--- config.mk ---
export PLATFORM = sky130hd
export DESIGN_NAME = execute_unit
export DESIGN_NICKNAME = d
export VERILOG_FILES = /design/src/rtl/execute_unit_pkg.sv /design/src/rtl/execute_alu.sv /design/src/rtl/execute_unit.sv
export SDC_FILE = /design/constraint.sdc
export NUM_CORES = 1
export LEC_CHECK = 0
export ABC_CLOCK_PERIOD_IN_PS = 7900
export CAP_MARGIN = 40
export CORE_ASPECT_RATIO = 1.5
export CORE_MARGIN = 5
export CORE_UTILIZATION = 30
export CTS_CLUSTER_DIAMETER = 60
export DETAILED_ROUTE_END_ITERATION = 7
export GPL_TIMING_DRIVEN = 0
export PLACE_DENSITY_LB_ADDON = 0.12
export SYNTH_ARGS = -nofsm -noshare
export SYNTH_HDL_FRONTEND = slang
export SYNTH_HIERARCHICAL = 1
export SYNTH_SLANG_ARGS = --single-unit
--- constraint.sdc ---
create_clock -name clk -period 7.9 [get_ports clk]
set_input_delay 1.58 -clock clk [delete_from_list [all_inputs] [get_ports clk]]
set_output_delay 1.58 -clock clk [all_outputs]
set_load 0.01 [all_outputs]
--- src/rtl/execute_unit_pkg.sv ---
// Encodings shared by the execute stage: MIPS opcodes/functs, datapath
// control values and the branch modes carried into the resolve cycle.
package execute_unit_pkg;

  localparam logic [5:0] OP_RTYPE  = 6'd0;
  localparam logic [5:0] OP_REGIMM = 6'd1;
  localparam logic [5:0] OP_J      = 6'd2;
  localparam logic [5:0] OP_JAL    = 6'd3;
  localparam logic [5:0] OP_BEQ    = 6'd4;
  localparam logic [5:0] OP_BNE    = 6'd5;
  localparam logic [5:0] OP_BLEZ   = 6'd6;
  localparam logic [5:0] OP_BGTZ   = 6'd7;
  localparam logic [5:0] OP_ADDI   = 6'd8;
  localparam logic [5:0] OP_ADDIU  = 6'd9;
  localparam logic [5:0] OP_SLTI   = 6'd10;
  localparam logic [5:0] OP_SLTIU  = 6'd11;
  localparam logic [5:0] OP_ANDI   = 6'd12;
  localparam logic [5:0] OP_ORI    = 6'd13;
  localparam logic [5:0] OP_XORI   = 6'd14;
  localparam logic [5:0] OP_LUI    = 6'd15;
  localparam logic [5:0] OP_LB     = 6'd32;
  localparam logic [5:0] OP_LH     = 6'd33;
  localparam logic [5:0] OP_LW     = 6'd35;
  localparam logic [5:0] OP_LBU    = 6'd36;
  localparam logic [5:0] OP_LHU    = 6'd37;
  localparam logic [5:0] OP_SB     = 6'd40;
  localparam logic [5:0] OP_SH     = 6'd41;
  localparam logic [5:0] OP_SW     = 6'd43;

  localparam logic [5:0] F_SLL  = 6'd0;
  localparam logic [5:0] F_SRL  = 6'd2;
  localparam logic [5:0] F_SRA  = 6'd3;
  localparam logic [5:0] F_SLLV = 6'd4;
  localparam logic [5:0] F_SRLV = 6'd6;
  localparam logic [5:0] F_SRAV = 6'd7;
  localparam logic [5:0] F_JR   = 6'd8;
  localparam logic [5:0] F_JALR = 6'd9;
  localparam logic [5:0] F_ADD  = 6'd32;
  localparam logic [5:0] F_ADDU = 6'd33;
  localparam logic [5:0] F_SUB  = 6'd34;
  localparam logic [5:0] F_SUBU = 6'd35;
  localparam logic [5:0] F_AND  = 6'd36;
  localparam logic [5:0] F_OR   = 6'd37;
  localparam logic [5:0] F_XOR  = 6'd38;
  localparam logic [5:0] F_NOR  = 6'd39;
  localparam logic [5:0] F_SLT  = 6'd42;
  localparam logic [5:0] F_SLTU = 6'd43;

  localparam logic [4:0] RT_BLTZ = 5'd0;
  localparam logic [4:0] RT_BGEZ = 5'd1;

  typedef enum logic [1:0] {WA_RD, WA_RT, WA_RA, WA_R0} writeAddrMode_t;
  typedef enum logic [1:0] {WS_NONE, WS_NEXT_PC_ADDRESS, WS_DATA_OUTPUT, WS_RESULT} writeSource_t;
  typedef enum logic [2:0] {MEM_NONE, MEM_BYTE, MEM_HALF, MEM_WORD} memMode_t;
  typedef enum logic [3:0] {
    BR_NONE, BR_JUMP, BR_JUMP_REGISTER, BR_BEQ, BR_BNE, BR_BLEZ, BR_BGTZ, BR_BLTZ, BR_BGEZ
  } branchMode_t;

endpackage

--- src/rtl/execute_alu.sv ---
// Combinational ALU with result flags. Shifts act on operandB; the shift
// amount is chosen by the decoder (shamt field, rs[4:0] or 16 for LUI).
module execute_alu
  import execute_unit_pkg::*;
(
  input  logic [31:0] operandA,
  input  logic [31:0] operandB,
  input  logic [5:0]  aluFunct,
  input  logic [4:0]  aluShamt,
  output logic [31:0] result,
  output logic        zero,
  output logic        positive,
  output logic        negative
);

  // Operation select; ADD/SUB never trap, so signed and unsigned forms match.
  always_comb begin
    result = '0;
    case (aluFunct)
      F_SLL:          result = operandB << aluShamt;
      F_SRL:          result = operandB >> aluShamt;
      F_SRA:          result = $signed(operandB) >>> aluShamt;
      F_ADD, F_ADDU:  result = operandA + operandB;
      F_SUB, F_SUBU:  result = operandA - operandB;
      F_AND:          result = operandA & operandB;
      F_OR:           result = operandA | operandB;
      F_XOR:          result = operandA ^ operandB;
      F_NOR:          result = ~(operandA | operandB);
      F_SLT:          result = {31'b0, $signed(operandA) < $signed(operandB)};
      F_SLTU:         result = {31'b0, operandA < operandB};
      default:        result = '0;
    endcase
  end

  assign zero     = (result == '0);
  assign negative = result[31];
  assign positive = !zero && !result[31];

endmodule

--- src/rtl/execute_unit.sv ---
// Decode/execute/branch-resolve stage. Decoding and ALU are combinational;
// branch decisions are resolved from a one-cycle delay register.
module execute_unit
  import execute_unit_pkg::*;
(
  input  logic        clk,
  input  logic        rst,
  input  logic [31:0] instruction,
  input  logic [31:0] rsValue,
  input  logic [31:0] rtValue,
  input  logic [31:0] pcAddress,
  output logic        registerRead,
  output logic        registerWrite,
  output logic [1:0]  registerWriteAddressMode,
  output logic [1:0]  registerWriteSource,
  output logic [2:0]  readMode,
  output logic [2:0]  writeMode,
  output logic        unsignedLoad,
  output logic [31:0] aluResult,
  output logic        outputZero,
  output logic        outputPositive,
  output logic        outputNegative,
  output logic        shouldUseNewPC,
  output logic [31:0] branchTo
);

  logic [5:0]  opcode, funct;
  logic [4:0]  rtField;
  logic [5:0]  aluFunct;
  logic [4:0]  aluShamt;
  logic        useImmediate, signExtend, zeroOperandB;
  branchMode_t branchMode;
  writeAddrMode_t waMode;
  writeSource_t   wSource;
  memMode_t       rMode, wMode;
  logic [31:0] extImmediate, operandB;

  assign opcode  = instruction[31:26];
  assign funct   = instruction[5:0];
  assign rtField = instruction[20:16];

  // Instruction decode into datapath control; anything unrecognised is a NOP.
  always_comb begin
    registerRead  = 1'b0;
    registerWrite = 1'b0;
    waMode        = WA_R0;
    wSource       = WS_NONE;
    rMode         = MEM_NONE;
    wMode         = MEM_NONE;
    unsignedLoad  = 1'b0;
    aluFunct      = F_ADDU;
    aluShamt      = instruction[10:6];
    useImmediate  = 1'b0;
    signExtend    = 1'b0;
    zeroOperandB  = 1'b0;
    branchMode    = BR_NONE;
    case (opcode)
      OP_RTYPE: begin
        case (funct)
          F_SLL, F_SRL, F_SRA, F_ADD, F_ADDU, F_SUB, F_SUBU,
          F_AND, F_OR, F_XOR, F_NOR, F_SLT, F_SLTU: begin
            registerRead = 1'b1; registerWrite = 1'b1; waMode = WA_RD; wSource = WS_RESULT;
            aluFunct = funct;
          end
          F_SLLV, F_SRLV, F_SRAV: begin
            registerRead = 1'b1; registerWrite = 1'b1; waMode = WA_RD; wSource = WS_RESULT;
            // Variable shifts reuse the fixed-shift ALU ops with rs as the amount.
            aluFunct = {funct[5:3], 1'b0, funct[1:0]};
            aluShamt = rsValue[4:0];
          end
          F_JR, F_JALR: begin
            registerRead = 1'b1; zeroOperandB = 1'b1; branchMode = BR_JUMP_REGISTER;
            if (funct == F_JALR) begin
              registerWrite = 1'b1; waMode = WA_RD; wSource = WS_NEXT_PC_ADDRESS;
            end
          end
          default: ;
        endcase
      end
      OP_REGIMM: begin
        if (rtField == RT_BLTZ || rtField == RT_BGEZ) begin
          registerRead = 1'b1; zeroOperandB = 1'b1;
          branchMode = (rtField == RT_BLTZ) ? BR_BLTZ : BR_BGEZ;
        end
      end
      OP_J, OP_JAL: begin
        branchMode = BR_JUMP;
        if (opcode == OP_JAL) begin
          registerWrite = 1'b1; waMode = WA_RA; wSource = WS_NEXT_PC_ADDRESS;
        end
      end
      OP_BEQ, OP_BNE: begin
        registerRead = 1'b1; aluFunct = F_SUBU;
        branchMode = (opcode == OP_BEQ) ? BR_BEQ : BR_BNE;
      end
      OP_BLEZ, OP_BGTZ: begin
        registerRead = 1'b1; zeroOperandB = 1'b1;
        branchMode = (opcode == OP_BLEZ) ? BR_BLEZ : BR_BGTZ;
      end
      OP_ADDI, OP_ADDIU, OP_SLTI, OP_SLTIU, OP_ANDI, OP_ORI, OP_XORI: begin
        registerRead = 1'b1; registerWrite = 1'b1; waMode = WA_RT; wSource = WS_RESULT;
        useImmediate = 1'b1;
        signExtend = (opcode == OP_ADDI) || (opcode == OP_ADDIU) ||
                     (opcode == OP_SLTI) || (opcode == OP_SLTIU);
        case (opcode)
          OP_SLTI:  aluFunct = F_SLT;
          OP_SLTIU: aluFunct = F_SLTU;
          OP_ANDI:  aluFunct = F_AND;
          OP_ORI:   aluFunct = F_OR;
          OP_XORI:  aluFunct = F_XOR;
          default:  aluFunct = F_ADDU;
        endcase
      end
      OP_LUI: begin
        registerWrite = 1'b1; waMode = WA_RT; wSource = WS_RESULT;
        useImmediate = 1'b1; aluFunct = F_SLL; aluShamt = 5'd16;
      end
      OP_LB, OP_LH, OP_LW, OP_LBU, OP_LHU: begin
        registerRead = 1'b1; registerWrite = 1'b1; waMode = WA_RT; wSource = WS_DATA_OUTPUT;
        useImmediate = 1'b1; signExtend = 1'b1;
        unsignedLoad = (opcode == OP_LBU) || (opcode == OP_LHU);
        case (opcode)
          OP_LB, OP_LBU: rMode = MEM_BYTE;
          OP_LH, OP_LHU: rMode = MEM_HALF;
          default:       rMode = MEM_WORD;
        endcase
      end
      OP_SB, OP_SH, OP_SW: begin
        registerRead = 1'b1; useImmediate = 1'b1; signExtend = 1'b1;
        case (opcode)
          OP_SB:   wMode = MEM_BYTE;
          OP_SH:   wMode = MEM_HALF;
          default: wMode = MEM_WORD;
        endcase
      end
      default: ;
    endcase
  end

  assign registerWriteAddressMode = waMode;
  assign registerWriteSource      = wSource;
  assign readMode                 = rMode;
  assign writeMode                = wMode;

  assign extImmediate = signExtend ? {{16{instruction[15]}}, instruction[15:0]}
                                   : {16'h0000, instruction[15:0]};
  assign operandB = zeroOperandB ? 32'h0 : (useImmediate ? extImmediate : rtValue);

  execute_alu alu (
    .operandA(rsValue),
    .operandB(operandB),
    .aluFunct(aluFunct),
    .aluShamt(aluShamt),
    .result  (aluResult),
    .zero    (outputZero),
    .positive(outputPositive),
    .negative(outputNegative)
  );

  logic [25:0] dJumpIndex;
  logic [31:0] dAlu, dPc;
  logic [15:0] dOffset;
  logic        dZero, dPositive, dNegative;
  branchMode_t dMode;
  logic [31:0] pcPlus4, branchTarget;
  logic        taken;

  // Delay register: holds what the resolver needs for the following cycle.
  always_ff @(posedge clk or posedge rst) begin
    if (rst) begin
      dJumpIndex <= '0;
      dAlu       <= '0;
      dPc        <= '0;
      dOffset    <= '0;
      dZero      <= 1'b0;
      dPositive  <= 1'b0;
      dNegative  <= 1'b0;
      dMode      <= BR_NONE;
    end else begin
      dJumpIndex <= instruction[25:0];
      dAlu       <= aluResult;
      dPc        <= pcAddress;
      dOffset    <= instruction[15:0];
      dZero      <= outputZero;
      dPositive  <= outputPositive;
      dNegative  <= outputNegative;
      dMode      <= branchMode;
    end
  end

  assign pcPlus4      = dPc + 32'd4;
  assign branchTarget = pcPlus4 + {{14{dOffset[15]}}, dOffset, 2'b00};

  // Branch resolve from the latched flags; not-taken leaves the PC alone.
  always_comb begin
    taken    = 1'b0;
    branchTo = '0;
    case (dMode)
      BR_JUMP:          branchTo = {pcPlus4[31:28], dJumpIndex, 2'b00};
      BR_JUMP_REGISTER: branchTo = dAlu;
      BR_BEQ:           taken = dZero;
      BR_BNE:           taken = !dZero;
      BR_BLEZ:          taken = dZero || dNegative;
      BR_BGTZ:          taken = dPositive;
      BR_BLTZ:          taken = dNegative;
      BR_BGEZ:          taken = dZero || dPositive;
      default:          ;
    endcase
    if (taken) branchTo = branchTarget;
    shouldUseNewPC = taken || (dMode == BR_JUMP) || (dMode == BR_JUMP_REGISTER);
  end

endmodule

==> Flow_metrics.wiki <==
{| class="wikitable"
! Metric !! Value
|-
| Main area contributors after synthesis || sky130_fd_sc_hd__dfrtp_1, sky130_fd_sc_hd__ha_1, sky130_fd_sc_hd__mux4_2
|-
| Cells after Synth || 2298
|-
| Required time at the endpoint of the critical path || 6320 ps
|-
| Worst setup SP type || input port
|-
| CTS Sinks || 97
|-
| Largest area contributor in the synthesized netlist || sky130_fd_sc_hd__dfrtp_1
|-
| Hold path start || instruction[3]
|-
| Number of buffers created by CTS || 9
|-
| Root buf cell || sky130_fd_sc_hd__clkbuf_16
|-
| Leakage power || 0.0109 uW
|-
| Class of the most critical hold timing path || in2reg
|-
| Netlist area before placement || 0.0176 sq mm
|-
| DRC marker count from the first detailed-route iteration || 2290
|-
| Critical path peak fanout || 6
|-
| Actual slew at the worst max-slew pin || 997 ps
|-
| Fraction of layout cells with a size suffix above 1 || 0.327
|-
| Routability Congestion || 1.07
|-
| Power per standard cell area || 133 mW/mm^2
|-
| Slew headroom || 0.330
|-
| Max Slew Vio Count || 0
|-
| Number of nets still failing antenna checks after routing || 0
|-
| Crit. End Element || output pin
|-
| Final worst setup slack || -493 ps
|-
| Cell area after layout || 0.0268 sq mm
|-
| Synthesis-stage register bit count || 97
|-
| Critical path data arrival time || 6810 ps
|-
| Portion of the clock cycle consumed by the worst path in the final layout || 1.06
|-
| Area of the core || 0.0580 sq mm
|-
| IO Port Bufs || 206
|-
| Number of hold violations in the final report || 0
|-
| DR vias || 23040
|-
| Placed Instance Area || 0.0212 sq mm
|-
| RSZ-0062 raised after global routing || true
|-
| VDD IR max || 0.105 mV
|-
| Number of buffers on the longest clock path || 2
|-
| Area occupied by registers || 0.00243 sq mm
|-
| Number of iterations in the first detailed-routing pass || 6
|-
| Sequential share of the synthesized area || 0.138
|-
| CTS tree || yes
|-
| Share of flip-flops with an asynchronous set or reset after synthesis || 1.00
|-
| Vias per Instance || 6.36
|-
| Residual DRC || 0
|-
| Synth Warn # || 6
|-
| Maximum clock frequency || 119 MHz
|-
| Multi-input combinational cell area || 0.0158 sq mm
|-
| Endpoint of the worst hold path || dOffset[3]
|-
| Number of antenna violations at the first check in global routing || 7
|-
| Yosys top cell area share || 0.138
|-
| Post-synth EDFFs || 0
|-
| Setup Viol. Count Final || 4
|-
| Row count || 108
|-
| Grt total ovfl || 0
|-
| Max-capacitance violation count || 0
|-
| Via count of the first global-routing pass || 23161
|-
| Number of fill cells in the layout || 5658
|-
| Total track usage || 0.388
|-
| Global-route wire length before repair || 178 mm
|-
| Min Clock Period, post-route || 8390 ps
|-
| Most used flip-flop cell after synthesis || sky130_fd_sc_hd__dfrtp_1
|-
| Die footprint || 0.0637 sq mm
|-
| Ports || 211
|-
| Starting density of the core || 0.303
|-
| Layout overhead on the synthesized area || 52.4%
|-
| Routed wire per std cell || 36.0 microns
|-
| Clk slew on worst S/H paths || 60 ps
|-
| Post-layout net count || 3119
|-
| Synth Area per Inst || 7.65 sq um
|-
| Sum of net half-perimeters after detailed placement || 102 mm
|-
| Total wire length || 130 mm
|-
| Hold Worst Slack || 1380 ps
|-
| Netlist cell types || 101
|-
| Worst Hold Path Cells || 1
|-
| Pin count of the biggest net entering global routing || 64
|-
| Crit Path Class || in2out
|-
| Height of the chip || 307 microns
|-
| Horizontal die dimension || 208 microns
|-
| Pre-CTS WS || -4010 ps
|-
| Violations in the final reports || negative setup slack
|-
| H-tree Lvls || 3
|-
| Outcome || complete, but fails checks
|}
[area by class of cell]
class | instances | area share
Timing Repair Buffer | 536 | 0.179
Clock inverter | 5 | 0.00397
Clock buffer | 9 | 0.00840
Sequential cell | 97 | 0.0906
Tap cell | 770 | 0.0360
Inverter | 130 | 0.0212
Antenna cell | 4 | 0.000374
Multi-Input combinational cell | 1894 | 0.591
Buffer | 176 | 0.0694
[worst max-delay path, stage by stage]
cell and delay, ps:
sky130_fd_sc_hd__buf_2 120, sky130_fd_sc_hd__nor4_4 320, sky130_fd_sc_hd__buf_4 200, sky130_fd_sc_hd__nand3b_1 120
sky130_fd_sc_hd__o21ai_1 100, sky130_fd_sc_hd__nand2_1 100, sky130_fd_sc_hd__a21oi_4 260, sky130_fd_sc_hd__a21o_4 290
sky130_fd_sc_hd__buf_4 160, sky130_fd_sc_hd__buf_6 100, sky130_fd_sc_hd__nor2_4 40, sky130_fd_sc_hd__buf_6 140
sky130_fd_sc_hd__clkbuf_16 170, sky130_fd_sc_hd__inv_4 80, sky130_fd_sc_hd__ha_4 180, sky130_fd_sc_hd__nand4_1 260
sky130_fd_sc_hd__a2111oi_4 380, sky130_fd_sc_hd__buf_2 200, sky130_fd_sc_hd__o31a_1 320, sky130_fd_sc_hd__o21ai_4 130
sky130_fd_sc_hd__nand2_2 130, sky130_fd_sc_hd__o41ai_4 110, sky130_fd_sc_hd__nor4_4 310, sky130_fd_sc_hd__o211ai_1 260
sky130_fd_sc_hd__buf_4 230, sky130_fd_sc_hd__buf_6 130, sky130_fd_sc_hd__nor3_4 200, sky130_fd_sc_hd__buf_6 140
[state kept, by name (all words and copies together), names as in the netlist]
name / count
dPositive: 1
dZero: 1
dMode: 4
dPc: 32
dJumpIndex: 11
dNegative: 1
dOffset: 15
dAlu: 32
[how the worst max path moves through the flow]
| stage | from | endpoint | slack [ps] | cells past startpoint |
|---|---|---|---|---|
| floorplan | instruction[26] | outputPositive | 40 | 21 |
| global placement | instruction[29] | outputZero | -5360 | 22 |
| detailed placement | instruction[29] | outputZero | -4010 | 28 |
| CTS | instruction[28] | outputZero | -390 | 23 |
| global route | instruction[19] | outputZero | -580 | 28 |
| finish | instruction[19] | outputZero | -490 | 28 |
[stage by stage]
step	setup TNS (ps)	cells	power (uW)	util
5_1_grt	-1840	3617	3680	0.462
6_report	-1550	3621	3570	0.462
2_1_floorplan	0	2306	1590	-
4_1_cts	-967	3560	3370	0.446
3_3_place_gp	-166420	3282	2380	0.356
3_5_place_dp	-102310	3337	2400	0.365
[kinds of logic after synthesis]
kind of cell / share of synthesized area
AOI/OAI and AO/OA: 0.278
xor gates and xnor gates: 0.0473
adders and majority gates: 0.104
buffers and inverters: 0.0758
DFF: 0.138
muxes: 0.148
other: 0.000213
and+or+nand+nor: 0.208
[Yosys cell counts, types with 40 or more instances]
master	number
sky130_fd_sc_hd__a21oi_1	151
sky130_fd_sc_hd__a22oi_1	50
sky130_fd_sc_hd__buf_2	46
sky130_fd_sc_hd__clkbuf_1	111
sky130_fd_sc_hd__dfrtp_1	97
sky130_fd_sc_hd__ha_1	142
sky130_fd_sc_hd__inv_1	128
sky130_fd_sc_hd__mux2i_1	94
sky130_fd_sc_hd__mux4_2	57
sky130_fd_sc_hd__nand2_1	183
sky130_fd_sc_hd__nand3_1	51
sky130_fd_sc_hd__nand4_1	40
sky130_fd_sc_hd__nor2_1	244
sky130_fd_sc_hd__nor3_1	54
sky130_fd_sc_hd__o21ai_0	108
sky130_fd_sc_hd__xnor2_1	76
[layout by cell type, fill, tap and decap left out, drive strengths merged, types with 16 or more instances in the layout]
cell type,count
clkinvlp,17
nand2,185
o22ai,18
nand2b,22
nor2b,25
clkbuf,113
nand3,52
o21ai,135
o211ai,34
a211oi,39
a21o,24
xnor2,76
a22oi,50
nor3,55
xor2,19
clkdlybuf4s50,176
o21a,22
nand4,40
and2,16
nor2,245
inv,112
a21oi,152
mux2i,94
dfrtp,97
a31oi,24
ha,142
nor4,25
mux2,20
or3,18
mux4,63
o31ai,26
buf,418
[where the power goes]
part / internal (uW) / total, uW / leakage, uW / switching, uW
sequential: 547 / 575 / 0.00117 / 28.4
combinational: 1040 / 2490 / 0.00953 / 1460
clock: 306 / 505 / 0.000158 / 199
total: 1890 / 3570 / 0.0109 / 1680
[timing repair]
item                       4_1_cts  5_1_grt
gates resized for setup        736      160
buffers inserted               215       61
hold buffers                     0        0
gates cloned                     3        1
pin swaps                      126       91
setup endpoints to repair       54       32
[routing by layer]
layer,track usage,share of wire
met5,0,0.00036
met4,0.346,0.12
met3,0.0712,0.069
met2,0.677,0.48
met1,0.394,0.33
No activity file was read; power rests on OpenSTA's default activity.
